===== src/rtl/uart_cmd_parser_if.sv =====
// Byte-stream and decoded-command bundle between uart_rx and uart_cmd_parser.
// master drives the received bytes; slave is the parser.
interface uart_cmd_parser_if #(
  parameter int VALUE_W = 32
);
  logic [7:0]         rx_data;
  logic               rx_vld;
  logic [7:0]         cmd_key;
  logic [VALUE_W-1:0] cmd_value;
  logic               cmd_vld;
  logic               cmd_err;
  logic [1:0]         err_code;
  logic               busy;

  modport master (
    output rx_data, rx_vld,
    input  cmd_key, cmd_value, cmd_vld, cmd_err, err_code, busy
  );

  modport slave (
    input  rx_data, rx_vld,
    output cmd_key, cmd_value, cmd_vld, cmd_err, err_code, busy
  );
endinterface


===== src/rtl/uart_cmd_parser.sv =====
// Decodes "&&K:DDDD&&" frames from a UART byte stream into a key/value strobe,
// flagging malformed, overflowing or stalled frames with a cause code.
module uart_cmd_parser #(
  parameter int VALUE_W        = 32,
  parameter int MAX_DIGITS     = 10,
  parameter int TIMEOUT_CYCLES = 500_000
) (
  input logic              sys_clk,
  input logic              sys_rst_n,
  uart_cmd_parser_if.slave bus
);
  localparam int TMR_W = $clog2(TIMEOUT_CYCLES + 1);
  localparam int CNT_W = $clog2(MAX_DIGITS + 1);
  localparam int ACC_W = VALUE_W + 4;

  typedef enum logic [2:0] {S_IDLE, S_SOF, S_KEY, S_COLON, S_DIGIT, S_EOF} state_t;
  typedef enum logic [1:0] {E_NONE, E_BAD_CHAR, E_OVERFLOW, E_TIMEOUT} err_t;

  state_t             state, state_d;
  logic [7:0]         key, key_d;
  logic [VALUE_W-1:0] acc, acc_d;
  logic [CNT_W-1:0]   cnt, cnt_d;
  logic [TMR_W-1:0]   timer, timer_d;
  logic [7:0]         out_key, out_key_d;
  logic [VALUE_W-1:0] out_value, out_value_d;
  logic               out_vld, out_vld_d;
  logic               out_err, out_err_d;
  err_t               code, code_d;

  logic             is_digit;
  logic [ACC_W-1:0] acc_wide, acc_next;
  logic             abort, commit;
  err_t             cause;

  assign is_digit = bus.rx_data inside {[8'h30:8'h39]};
  assign acc_wide = ACC_W'(acc);
  // acc*10 + digit; the four spare bits make the overflow test exact.
  assign acc_next = (acc_wide << 3) + (acc_wide << 1) + ACC_W'(bus.rx_data[3:0]);

  // NOTE: every variable gets a default before the case so no latch is inferred.
  always_comb begin
    state_d     = state;
    key_d       = key;
    acc_d       = acc;
    cnt_d       = cnt;
    timer_d     = (state == S_IDLE || bus.rx_vld) ? '0 : timer + 1'b1;
    out_key_d   = out_key;
    out_value_d = out_value;
    out_vld_d   = 1'b0;
    out_err_d   = 1'b0;
    code_d      = code;
    abort       = 1'b0;
    commit      = 1'b0;
    cause       = E_NONE;

    if (bus.rx_vld) begin
      unique case (state)
        S_IDLE: if (bus.rx_data == "&") state_d = S_SOF;
        S_SOF:  state_d = (bus.rx_data == "&") ? S_KEY : S_IDLE;
        S_KEY: begin
          if (bus.rx_data inside {[8'h41:8'h5A]}) begin
            key_d   = bus.rx_data;
            state_d = S_COLON;
          end else if (bus.rx_data != "&") begin
            abort = 1'b1;
            cause = E_BAD_CHAR;
          end
        end
        S_COLON: begin
          if (bus.rx_data == ":") begin
            acc_d   = '0;
            cnt_d   = '0;
            state_d = S_DIGIT;
          end else begin
            abort = 1'b1;
            cause = E_BAD_CHAR;
          end
        end
        S_DIGIT: begin
          if (is_digit) begin
            if (cnt == CNT_W'(MAX_DIGITS) || |acc_next[ACC_W-1:VALUE_W]) begin
              abort = 1'b1;
              cause = E_OVERFLOW;
            end else begin
              acc_d = acc_next[VALUE_W-1:0];
              cnt_d = cnt + 1'b1;
            end
          end else if (bus.rx_data == "&" && cnt != '0) begin
            state_d = S_EOF;
          end else begin
            abort = 1'b1;
            cause = E_BAD_CHAR;
          end
        end
        S_EOF: begin
          if (bus.rx_data == "&") commit = 1'b1;
          else begin
            abort = 1'b1;
            cause = E_BAD_CHAR;
          end
        end
        default: state_d = S_IDLE;
      endcase
    end else if (state != S_IDLE && timer == TMR_W'(TIMEOUT_CYCLES - 1)) begin
      abort = 1'b1;
      cause = E_TIMEOUT;
    end

    if (abort) begin
      out_err_d = 1'b1;
      code_d    = cause;
      state_d   = S_IDLE;
      timer_d   = '0;
    end else if (commit) begin
      out_vld_d   = 1'b1;
      code_d      = E_NONE;
      out_key_d   = key;
      out_value_d = acc;
      state_d     = S_IDLE;
    end
  end

  // NOTE: sequential state uses non-blocking assignments so every register
  // samples the pre-edge values regardless of statement order.
  always_ff @(posedge sys_clk) begin
    if (!sys_rst_n) begin
      state     <= S_IDLE;
      key       <= '0;
      acc       <= '0;
      cnt       <= '0;
      timer     <= '0;
      out_key   <= '0;
      out_value <= '0;
      out_vld   <= 1'b0;
      out_err   <= 1'b0;
      code      <= E_NONE;
    end else begin
      state     <= state_d;
      key       <= key_d;
      acc       <= acc_d;
      cnt       <= cnt_d;
      timer     <= timer_d;
      out_key   <= out_key_d;
      out_value <= out_value_d;
      out_vld   <= out_vld_d;
      out_err   <= out_err_d;
      code      <= code_d;
    end
  end

  assign bus.cmd_key   = out_key;
  assign bus.cmd_value = out_value;
  assign bus.cmd_vld   = out_vld;
  assign bus.cmd_err   = out_err;
  assign bus.err_code  = code;
  assign bus.busy      = (state != S_IDLE);
endmodule


===== src/flat_wrapper.sv =====
// flat-port wrapper written by rule: the top's interface ports become plain ports
module uart_cmd_parser_flat 
#(
  parameter int VALUE_W        = 32,
  parameter int MAX_DIGITS     = 10,
  parameter int TIMEOUT_CYCLES = 500_000
)
  (sys_clk, sys_rst_n, bus_rx_data, bus_rx_vld, bus_cmd_key, bus_cmd_value, bus_cmd_vld, bus_cmd_err, bus_err_code, bus_busy);
  uart_cmd_parser_if #(.VALUE_W(VALUE_W)) bus_i ();
  input logic sys_clk;
  input logic sys_rst_n;
  input wire logic [$bits(bus_i.rx_data)-1:0] bus_rx_data;
  input wire logic [$bits(bus_i.rx_vld)-1:0] bus_rx_vld;
  output wire logic [$bits(bus_i.cmd_key)-1:0] bus_cmd_key;
  output wire logic [$bits(bus_i.cmd_value)-1:0] bus_cmd_value;
  output wire logic [$bits(bus_i.cmd_vld)-1:0] bus_cmd_vld;
  output wire logic [$bits(bus_i.cmd_err)-1:0] bus_cmd_err;
  output wire logic [$bits(bus_i.err_code)-1:0] bus_err_code;
  output wire logic [$bits(bus_i.busy)-1:0] bus_busy;
  assign bus_i.rx_data = bus_rx_data;
  assign bus_i.rx_vld = bus_rx_vld;
  assign bus_cmd_key = bus_i.cmd_key;
  assign bus_cmd_value = bus_i.cmd_value;
  assign bus_cmd_vld = bus_i.cmd_vld;
  assign bus_cmd_err = bus_i.cmd_err;
  assign bus_err_code = bus_i.err_code;
  assign bus_busy = bus_i.busy;
  uart_cmd_parser #(.VALUE_W(VALUE_W), .MAX_DIGITS(MAX_DIGITS), .TIMEOUT_CYCLES(TIMEOUT_CYCLES)) u_core (.sys_clk(sys_clk), .sys_rst_n(sys_rst_n), .bus(bus_i));
endmodule

===== config.mk =====
export PLATFORM = sky130hd
export DESIGN_NAME = uart_cmd_parser_flat
export DESIGN_NICKNAME = d
export VERILOG_FILES = /design/src/rtl/uart_cmd_parser_if.sv /design/src/rtl/uart_cmd_parser.sv /design/src/flat_wrapper.sv
export SDC_FILE = /design/constraint.sdc
export NUM_CORES = 1
export LEC_CHECK = 0
export ABC_AREA = 1
export BUFFER_PORTS_ARGS = -buffer_cell sky130_fd_sc_hd__buf_4
export CELL_PAD_IN_SITES_DETAIL_PLACEMENT = 1
export CELL_PAD_IN_SITES_GLOBAL_PLACEMENT = 1
export CORE_UTILIZATION = 35
export DETAILED_ROUTE_END_ITERATION = 8
export HOLD_SLACK_MARGIN = 0.08
export PLACE_DENSITY_LB_ADDON = 0.3
export SYNTH_ARGS = -nofsm -noshare
export SYNTH_HDL_FRONTEND = slang
export SYNTH_SLANG_ARGS = --single-unit

===== constraint.sdc =====
create_clock -name sys_clk -period 4.36 [get_ports sys_clk]
set_clock_uncertainty 0.05 [all_clocks]
set_input_delay 0.436 -clock sys_clk [delete_from_list [all_inputs] [get_ports sys_clk]]
set_output_delay 0.436 -clock sys_clk [all_outputs]
set_load 0.05 [all_outputs]

==> results of run 1 <==
==> critical path, cell delays in order (launching register included) <==
cell	delay (ps)
dfxtp_1	370
inv_1	90
fa_1	500
inv_1	70
fa_1	440
nand2_1	90
nand2_1	90
nand3_1	80
nand2_1	100
nand2_1	100
nand2_2	90
nand2_1	90
nand2_1	60
nand2_1	60
nand2_1	60
nor2_2	120
nand2_4	80
nand2_4	200
nand2_4	300
nand2_1	180
a21oi_1	80
==> how the worst min path moves through the flow <==
stage / cells after the start / slack (ps) / startpoint / to
floorplan: 1 / 370 / u_core.timer[0] / u_core.timer[0]
detailed placement: 2 / 390 / u_core.key[5] / u_core.key[5]
global placement: 1 / 380 / u_core.timer[0] / u_core.timer[0]
finish: 3 / 350 / bus_rx_data[1] / u_core.key[1]
CTS: 3 / 340 / bus_rx_data[1] / u_core.key[1]
global route: 3 / 360 / bus_rx_data[1] / u_core.key[1]
==> logic make-up (layout without fill, tap and decap cells) <==
group | after synthesis | in the layout
AO/OA/AOI/OAI | 154 | 154
XOR/XNOR | 39 | 39
adder cells (fa/ha/maj) | 69 | 69
buffers and inverters | 149 | 194
flip-flops | 110 | 110
AND/OR/NAND/NOR | 553 | 553
==> sequential cells by signal, summed over array words and instances (netlist names) <==
name	count
u_core.acc	32
u_core.bus.cmd_err	1
u_core.bus.cmd_key	8
u_core.bus.cmd_value	32
u_core.bus.cmd_vld	1
u_core.bus.err_code	2
u_core.cnt	4
u_core.key	8
u_core.state	3
u_core.timer	19
==> layout make-up <==
cell class | count | area, µm² | area share (%)
clock buffer | 11 | 243 | 2.98
multi-input combinational | 815 | 4410 | 54.3
sequential | 110 | 2200 | 27.1
timing repair buffer | 61 | 458 | 5.63
clock inverter | 5 | 41.3 | 0.508
inverter | 117 | 439 | 5.40
tap | 270 | 338 | 4.15
==> metrics by stage <==
stage          setup WS, ps  hold slack (ps)  utilization [%]  cell area [µm²]  cells
2_1_floorplan          1330              368                -             7230   1074
3_3_place_gp            779              382             38.8             7850   1373
3_5_place_dp            660              389             38.8             7850   1373
4_1_cts                 867              344             40.2             8140   1389
5_1_grt                 567              364             40.2             8140   1389
6_report                902              348             40.2             8140   1389
==> placed cells by master, fill, tap and decap left out, drive strengths merged, types with 3 or more instances in the layout <==
| master | synthesis | final |
|---|---|---|
| a21oi | 83 | 83 |
| a31oi | 4 | 4 |
| buf | 12 | 61 |
| clkbuf | 20 | 11 |
| dfxtp | 110 | 110 |
| ha | 67 | 67 |
| inv | 116 | 118 |
| nand2 | 245 | 245 |
| nand3 | 78 | 78 |
| nand3b | 3 | 3 |
| nand4 | 10 | 10 |
| nor2 | 190 | 190 |
| nor3 | 19 | 19 |
| nor3b | 3 | 3 |
| o21a | 3 | 3 |
| o21ai | 58 | 58 |
| o21bai | 5 | 5 |
| or2 | 3 | 3 |
| xnor2 | 20 | 20 |
| xor2 | 19 | 19 |
==> metal layers <==
metal  vias to the layer above  track usage (%)
li1                       3532                -
met4                         0             4.84
met3                        18             2.51
met2                        64             34.8
met5                         -                0
met1                      3238             27.6
==> report_power, final <==
part	internal (µW)	switching (µW)
Clock	410	403
Sequential	1000	0.553
Combinational	13.6	34.8
==> metrics, run 1 <==
drt initial violations between 200 and 250; die area roughly 0.021 mm²; Synth cell types 36; combinational family with the most area after synthesis simple AND/OR/NAND/NOR gates; DR pass1 iterations 4; Peak VDD IR ~0.17 mV; Initial Util 35.7%; DIE HEIGHT 146 µm; WP data required ~4500 ps; prevailing post-synth register cell dfxtp_1; total power between 1500 and 2000 µW; ratio of cells with drive above 1 in the final layout between 10 and 15%; post-synthesis simple-gate area fraction between 30% and 40%; Tcrit/Tclk final between 70% and 80%; I/O Buffers 55; clk_lat worst skew 360 ps; Mapped Area a little over 0.007 mm²; TritonCTS clock tree done; H-tree depth 3; critical path arrival between 3000 and 4000 ps; reg2reg setup slack approximately 900 ps; most frequent cell after synthesis nand2_1; critical path endpoint u_core.acc[10]; crit path launch type flop; antenna violation net count after detailed routing 0; clock buffer depth 2; commonest cells in the netlist nand2_1 (231), nor2_1 (174), inv_1 (113); vias in the first global route 7051; Setup TNS 0 ps; Setup Buffers After CTS 0; r2r worst-path depth 20; main area contributors after synthesis dfxtp_1 (30%), nand2_1 (12%), ha_1 (12%); crit-path max FO 36; critical path class reg2reg; Mapped Cells approximately 1100; CTS Hold Bufs 0; pwr/cell area around 230 mW/mm²; highest routed layer met4; mux cell area share after synthesis 0%; CTS sink count between 100 and 150; final hold vios 0; Final #Nets about 1200; wire length on met1 10.5 mm; Post-DP HPWL about 16 mm; crit path time final between 3000 and 4000 ps; initial antenna violation count 0; Synth Warn # 0; syn avg cell area 6.73 µm²; Max Slew Vio Count 0; Post-synth EDFFs 0; Async SR Flop Fraction 0%; die width 146 µm; HP Class in2reg; Reg-to-Reg Start u_core.acc[0]; # rows between 50 and 60; Max-slew headroom 52.5%; Filler Cell Count ~2600; Remaining Overflow, GRT 0; slew at the pin with the worst max-slew slack 713 ps; outcome completed; clock-pin slew on the worst setup and hold paths 70 ps; f_max slightly below 300 MHz; CTS resizes 0; routed wire length per instance about 15 µm; CTS root buffer clkbuf_16; vias ~6900; Yosys reg bits 110; Total Wirelength about 21 mm; unrepaired setup endpoints after global routing false; share of the yosys chip area belonging to registers a little under a third; number of diodes 0; Synth area leader dfxtp_1; largest net degree at the start of global routing 50; worst setup path start u_core.acc[0]; first-pass GRT wire length roughly 35 mm; core area just over 0.02 mm²; drt via density a little under 5; Leak Pwr approximately 0.0038 µW; Final Wtd Congestion about 0.85; max-cap violations 0; nature of the critical path endpoint flop; met3 WL around 460 µm; Yosys top cell area share a little under a third; Total GRT Usage between 20 and 25%; total nets after synthesis between 1000 and 1500; XOR/XNOR Fraction of Synth Area roughly 4.7%; Synth-to-Final Area Change 12.5%; Synth Area in Compound Gates 11.0%; IO Pins 56; Post-Synth Adder-Cell Area 12.2%; WL met2 9.77 mm; cts bufs inserted 9; Crit Reg-Reg Endpoint u_core.acc[10]; Setup-failing EPs final 0; # DRC 0
(Power assumes the default switching activity.)
==> run 2, diff against run 1 <==
--- a/config.mk
+++ b/config.mk
@@ -5,7 +5,7 @@
 export SDC_FILE = /design/constraint.sdc
 export NUM_CORES = 1
 export LEC_CHECK = 0
-export ABC_AREA = 1
+export ABC_AREA = 0
 export BUFFER_PORTS_ARGS = -buffer_cell sky130_fd_sc_hd__buf_4
 export CELL_PAD_IN_SITES_DETAIL_PLACEMENT = 1
 export CELL_PAD_IN_SITES_GLOBAL_PLACEMENT = 1
==> constraint.sdc (replaced) <==
create_clock -name sys_clk -period 2.98 [get_ports sys_clk]
set_clock_uncertainty 0.05 [all_clocks]
set_input_delay 0.298 -clock sys_clk [delete_from_list [all_inputs] [get_ports sys_clk]]
set_output_delay 0.298 -clock sys_clk [all_outputs]
set_load 0.05 [all_outputs]
==> metrics, run 2 <==
worst setup path start u_core.acc[0] (unchanged); first-pass GRT wire length 37.3 mm (was 35.3 mm); critical path arrival 3840 ps (was 3630 ps); Synth cell types 62 (was 36); Final #Nets 1150 (was 1194); antenna violation net count after detailed routing 0 (unchanged); Seq pwr share 53.5% (was 53.8%); Yosys reg bits 110 (unchanged); nature of the critical path endpoint flop (unchanged); clk_lat worst skew 360 ps (about the same); outcome finished, violations left (was completed); Reg-to-Reg Start u_core.acc[0] (unchanged); Setup-failing EPs final 40 (was 0); Async SR Flop Fraction 0% (unchanged); XOR/XNOR Fraction of Synth Area 5.11% (was 4.73%); crit path time final 3610 ps (was 3460 ps); unrepaired setup endpoints after global routing true (was false); Tcrit/Tclk final 121% (was 79.3%); drt initial violations 287 (was 236); core area 0.0190 mm² (was 0.0202 mm²); syn avg cell area 7.97 µm² (was 6.73 µm²); CTS sink count 110 (unchanged); Total Wirelength 22.2 mm (was 20.9 mm); routed wire length per instance 16.6 µm (was 15.1 µm); clock-pin slew on the worst setup and hold paths 80 ps (was 70 ps); Worst path top cell family by delay compound AO/OA/AOI/OAI gates (was simple AND/OR/NAND/NOR gates); Synth Warn # 0 (unchanged); DIE HEIGHT 142 µm (was 146 µm); number of diodes 0 (unchanged); Remaining Overflow, GRT 0 (unchanged); worst setup margin -630 ps (was 902 ps); Slowest-stage cell, CP fa_1 (unchanged); Placement Cell Area 0.00865 mm² (was 0.00785 mm²); Total GRT Usage 23.2% (was 20.5%); post-synthesis simple-gate area fraction 21.8% (was 33.1%); P_sw 672 µW (was 439 µW); DP Cell Count 1297 (was 1373); commonest cells in the netlist nand2_1 (188), dfxtp_1 (110), a21oi_1 (81) (was nand2_1 (231), nor2_1 (174), inv_1 (113)); H-tree depth 3 (unchanged); die width 142 µm (was 146 µm); Synth area leader dfxtp_1 (unchanged); largest net degree at the start of global routing 49 (was 50); initial antenna violation count 0 (unchanged); cts bufs inserted 9 (unchanged); WP data required 3210 ps (was 4530 ps); # DRC 0 (unchanged); crit path launch type flop (unchanged); prevailing post-synth register cell dfxtp_1 (unchanged); Post-DP HPWL 16.0 mm (about the same); Cell Int Power 2080 µW (was 1430 µW); Post-Synth Adder-Cell Area 12.8% (was 12.2%); vias in the first global route 7521 (was 7051); Leak Pwr 0.00405 µW (was 0.00381 µW); register area 0.00221 mm² (was 0.00220 mm²); WP buf/inv 4 (was 2); final hold vios 0 (unchanged); drt via density 5.22 (was 4.93); I/O Buffers 55 (unchanged); CTS root buffer clkbuf_16 (unchanged); most common cell after layout, fill and taps aside buf_4 (was nand2_1); crit-path max FO 8 (was 36); share of the yosys chip area belonging to registers 32.1% (was 30.5%); Yosys top cell area share 32.1% (was 30.5%); IO Pins 56 (unchanged); cell area after layout 0.00933 mm² (was 0.00814 mm²); vias 6974 (was 6852); Filler Cell Count 2308 (was 2634); Sw Share 24.4% (was 23.5%); Post-synth EDFFs 0 (unchanged); die area 0.0202 mm² (was 0.0212 mm²); CP Cell Sequence inv_1 -> fa_1 -> inv_2 -> fa_2 -> a211oi_4 -> o211ai_1 -> a2111oi_4 -> or4_4 -> and4_4 -> o2111ai_4 -> o21ai_4 -> buf_12 -> buf_16 -> mux2i_1 (was inv_1 -> fa_1 -> inv_1 -> fa_1 -> nand2_1 -> nand2_1 -> nand3_1 -> nand2_1 -> nand2_1 -> nand2_2 -> nand2_1 -> nand2_1 -> nand2_1 -> nand2_1 -> nor2_2 -> nand2_4 -> nand2_4 -> nand2_4 -> nand2_1 -> a21oi_1); largest stage delay on the critical path 500 ps (about the same); Mapped Cells 860 (was 1074); Max Slew Vio Count 0 (unchanged); violated checks negative setup slack; total nets after synthesis 940 (was 1154); WP depth 14 (was 20); Worst Min Path Start bus_rx_vld (was bus_rx_data[1]); Peak VDD IR 0.254 mV (was 0.175 mV); max-cap violations 0 (unchanged); ratio of cells with drive above 1 in the final layout 26.7% (was 10.2%); HP Class in2reg (unchanged); Initial Util 36.2% (was 35.7%); Mapped Area 0.00686 mm² (was 0.00723 mm²); Gate power share 3.0% (was 2.6%); Synth Area in Compound Gates 17.8% (was 11.0%); Final Non-Filler Cells 1335 (was 1389); combinational family with the most area after synthesis simple AND/OR/NAND/NOR gates (unchanged); most frequent cells in the layout buf_4 (232), nand2_1 (187), dfxtp_1 (107), a21oi_1 (79), ha_1 (66) (was nand2_1 (231), nor2_1 (174), inv_1 (113), dfxtp_1 (110), a21oi_1 (83)); main area contributors after synthesis dfxtp_1 (32%), ha_1 (12%), nand2_1 (10%) (was dfxtp_1 (30%), nand2_1 (12%), ha_1 (12%)); critical path class reg2reg (unchanged); f_max 277 MHz (was 289 MHz); Multi-input gate area 0.00450 mm² (was 0.00441 mm²); hold path depth 3 (unchanged); clock network power share 43.5% (was 43.6%); mux cell area share after synthesis 5.55% (was 0%); slew at the pin with the worst max-slew slack 685 ps (was 713 ps); TritonCTS clock tree done (unchanged); # rows 50 (was 52); Max-slew headroom 54.3% (was 52.5%); most frequent cell after synthesis nand2_1 (unchanged); r2r worst-path depth 14 (was 20); pwr/cell area 295 mW/mm² (was 229 mW/mm²); Synth-to-Final Area Change 36.0% (was 12.5%); clock buffer depth 2 (unchanged); DR pass1 iterations 4 (unchanged); Final Wtd Congestion 0.846 (was 0.851)
## run 2: cell count changes after synthesis, sizes merged, moves of 5 or more
| cell | previous run | this run |
|---|---|---|
| nor2 | 190 | 56 |
| a221oi | 0 | 5 |
| o21ai | 58 | 31 |
| or3 | 0 | 6 |
| and3 | 0 | 6 |
| inv | 116 | 29 |
| mux2i | 0 | 38 |
| a21o | 0 | 13 |
| a211oi | 0 | 9 |
| o211ai | 1 | 8 |
| clkbuf | 20 | 31 |
| nand2 | 245 | 188 |
| nand3 | 78 | 30 |
## run 2: final cells by class
cell class                      count  area share [%]
Timing Repair Buffer              239            20.4
Multi-Input combinational cell    681            48.3
Inverter                           29            1.17
Clock inverter                      6           0.590
Sequential cell                   110            23.7
Clock buffer                       10            2.46
Tap cell                          260            3.49
## run 2: what timing repair did
action,in CTS,in global routing
endpoints found under the setup margin,40,40
gates resized for setup,19,7
pin swaps,11,3
buffers inserted,17,2
hold buffers,0,0
gates cloned,2,1
## run 2: metrics by stage
step	hold slack (ps)	power, µW	utilization (%)	worst slack [ps]	setup TNS [ps]
after floorplan	375	1550	-	-373	-12320
after global placement	391	1590	45.6	-550	-20570
after detailed placement	396	1590	45.6	-674	-24670
after CTS	168	2790	48.7	-565	-20750
after global routing	181	2840	49.2	-777	-28120
final	170	2750	49.2	-630	-22660
## run 2: cell families after synthesis
family,count (synthesis)
AO/OA/AOI/OAI,191
XOR/XNOR,40
adder cells (fa/ha/maj),69
buffers and inverters,69
flip-flops,110
multiplexers,38
AND/OR/NAND/NOR,343
## run 2: worst paths after layout
path                               to  slack [ps]
max reg2reg            u_core.acc[10]        -630
max                    u_core.acc[10]        -630
min                u_core.bus.cmd_vld         170
min reg2reg  u_core.bus.cmd_value[16]         400
## run 2: metal layers
| layer | share of wire (%) | routed length [µm] | vias up | track usage [%] |
|---|---|---|---|---|
| met5 | 0 | 0 | - | 0 |
| met4 | 2.4 | 539 | 0 | 7.70 |
| met3 | 2.4 | 525 | 39 | 3.40 |
| met2 | 49 | 10900 | 92 | 41.1 |
| met1 | 46 | 10200 | 3390 | 28.8 |
| li1 | - | - | 3453 | - |
## run 2: power groups by stage
stage          Combinational (µW)  Sequential (µW)  Clock (µW)
6_report                     83.5             1470        1200
3_3_place_gp                 80.9             1510           0
4_1_cts                      83.8             1470        1230
3_5_place_dp                 82.4             1510           0
2_1_floorplan                35.4             1510           0
5_1_grt                      91.4             1470        1280
## run 2: worst reg2reg max path: stages, from the launching register on
cell       delay (ps)
dfxtp_2           340
inv_1              60
fa_1              500
inv_2              50
fa_2              370
a211oi_4          260
o211ai_1          190
a2111oi_4         380
or4_4             200
and4_4            230
o2111ai_4         150
o21ai_4           190
buf_12            160
buf_16            150
mux2i_1           210
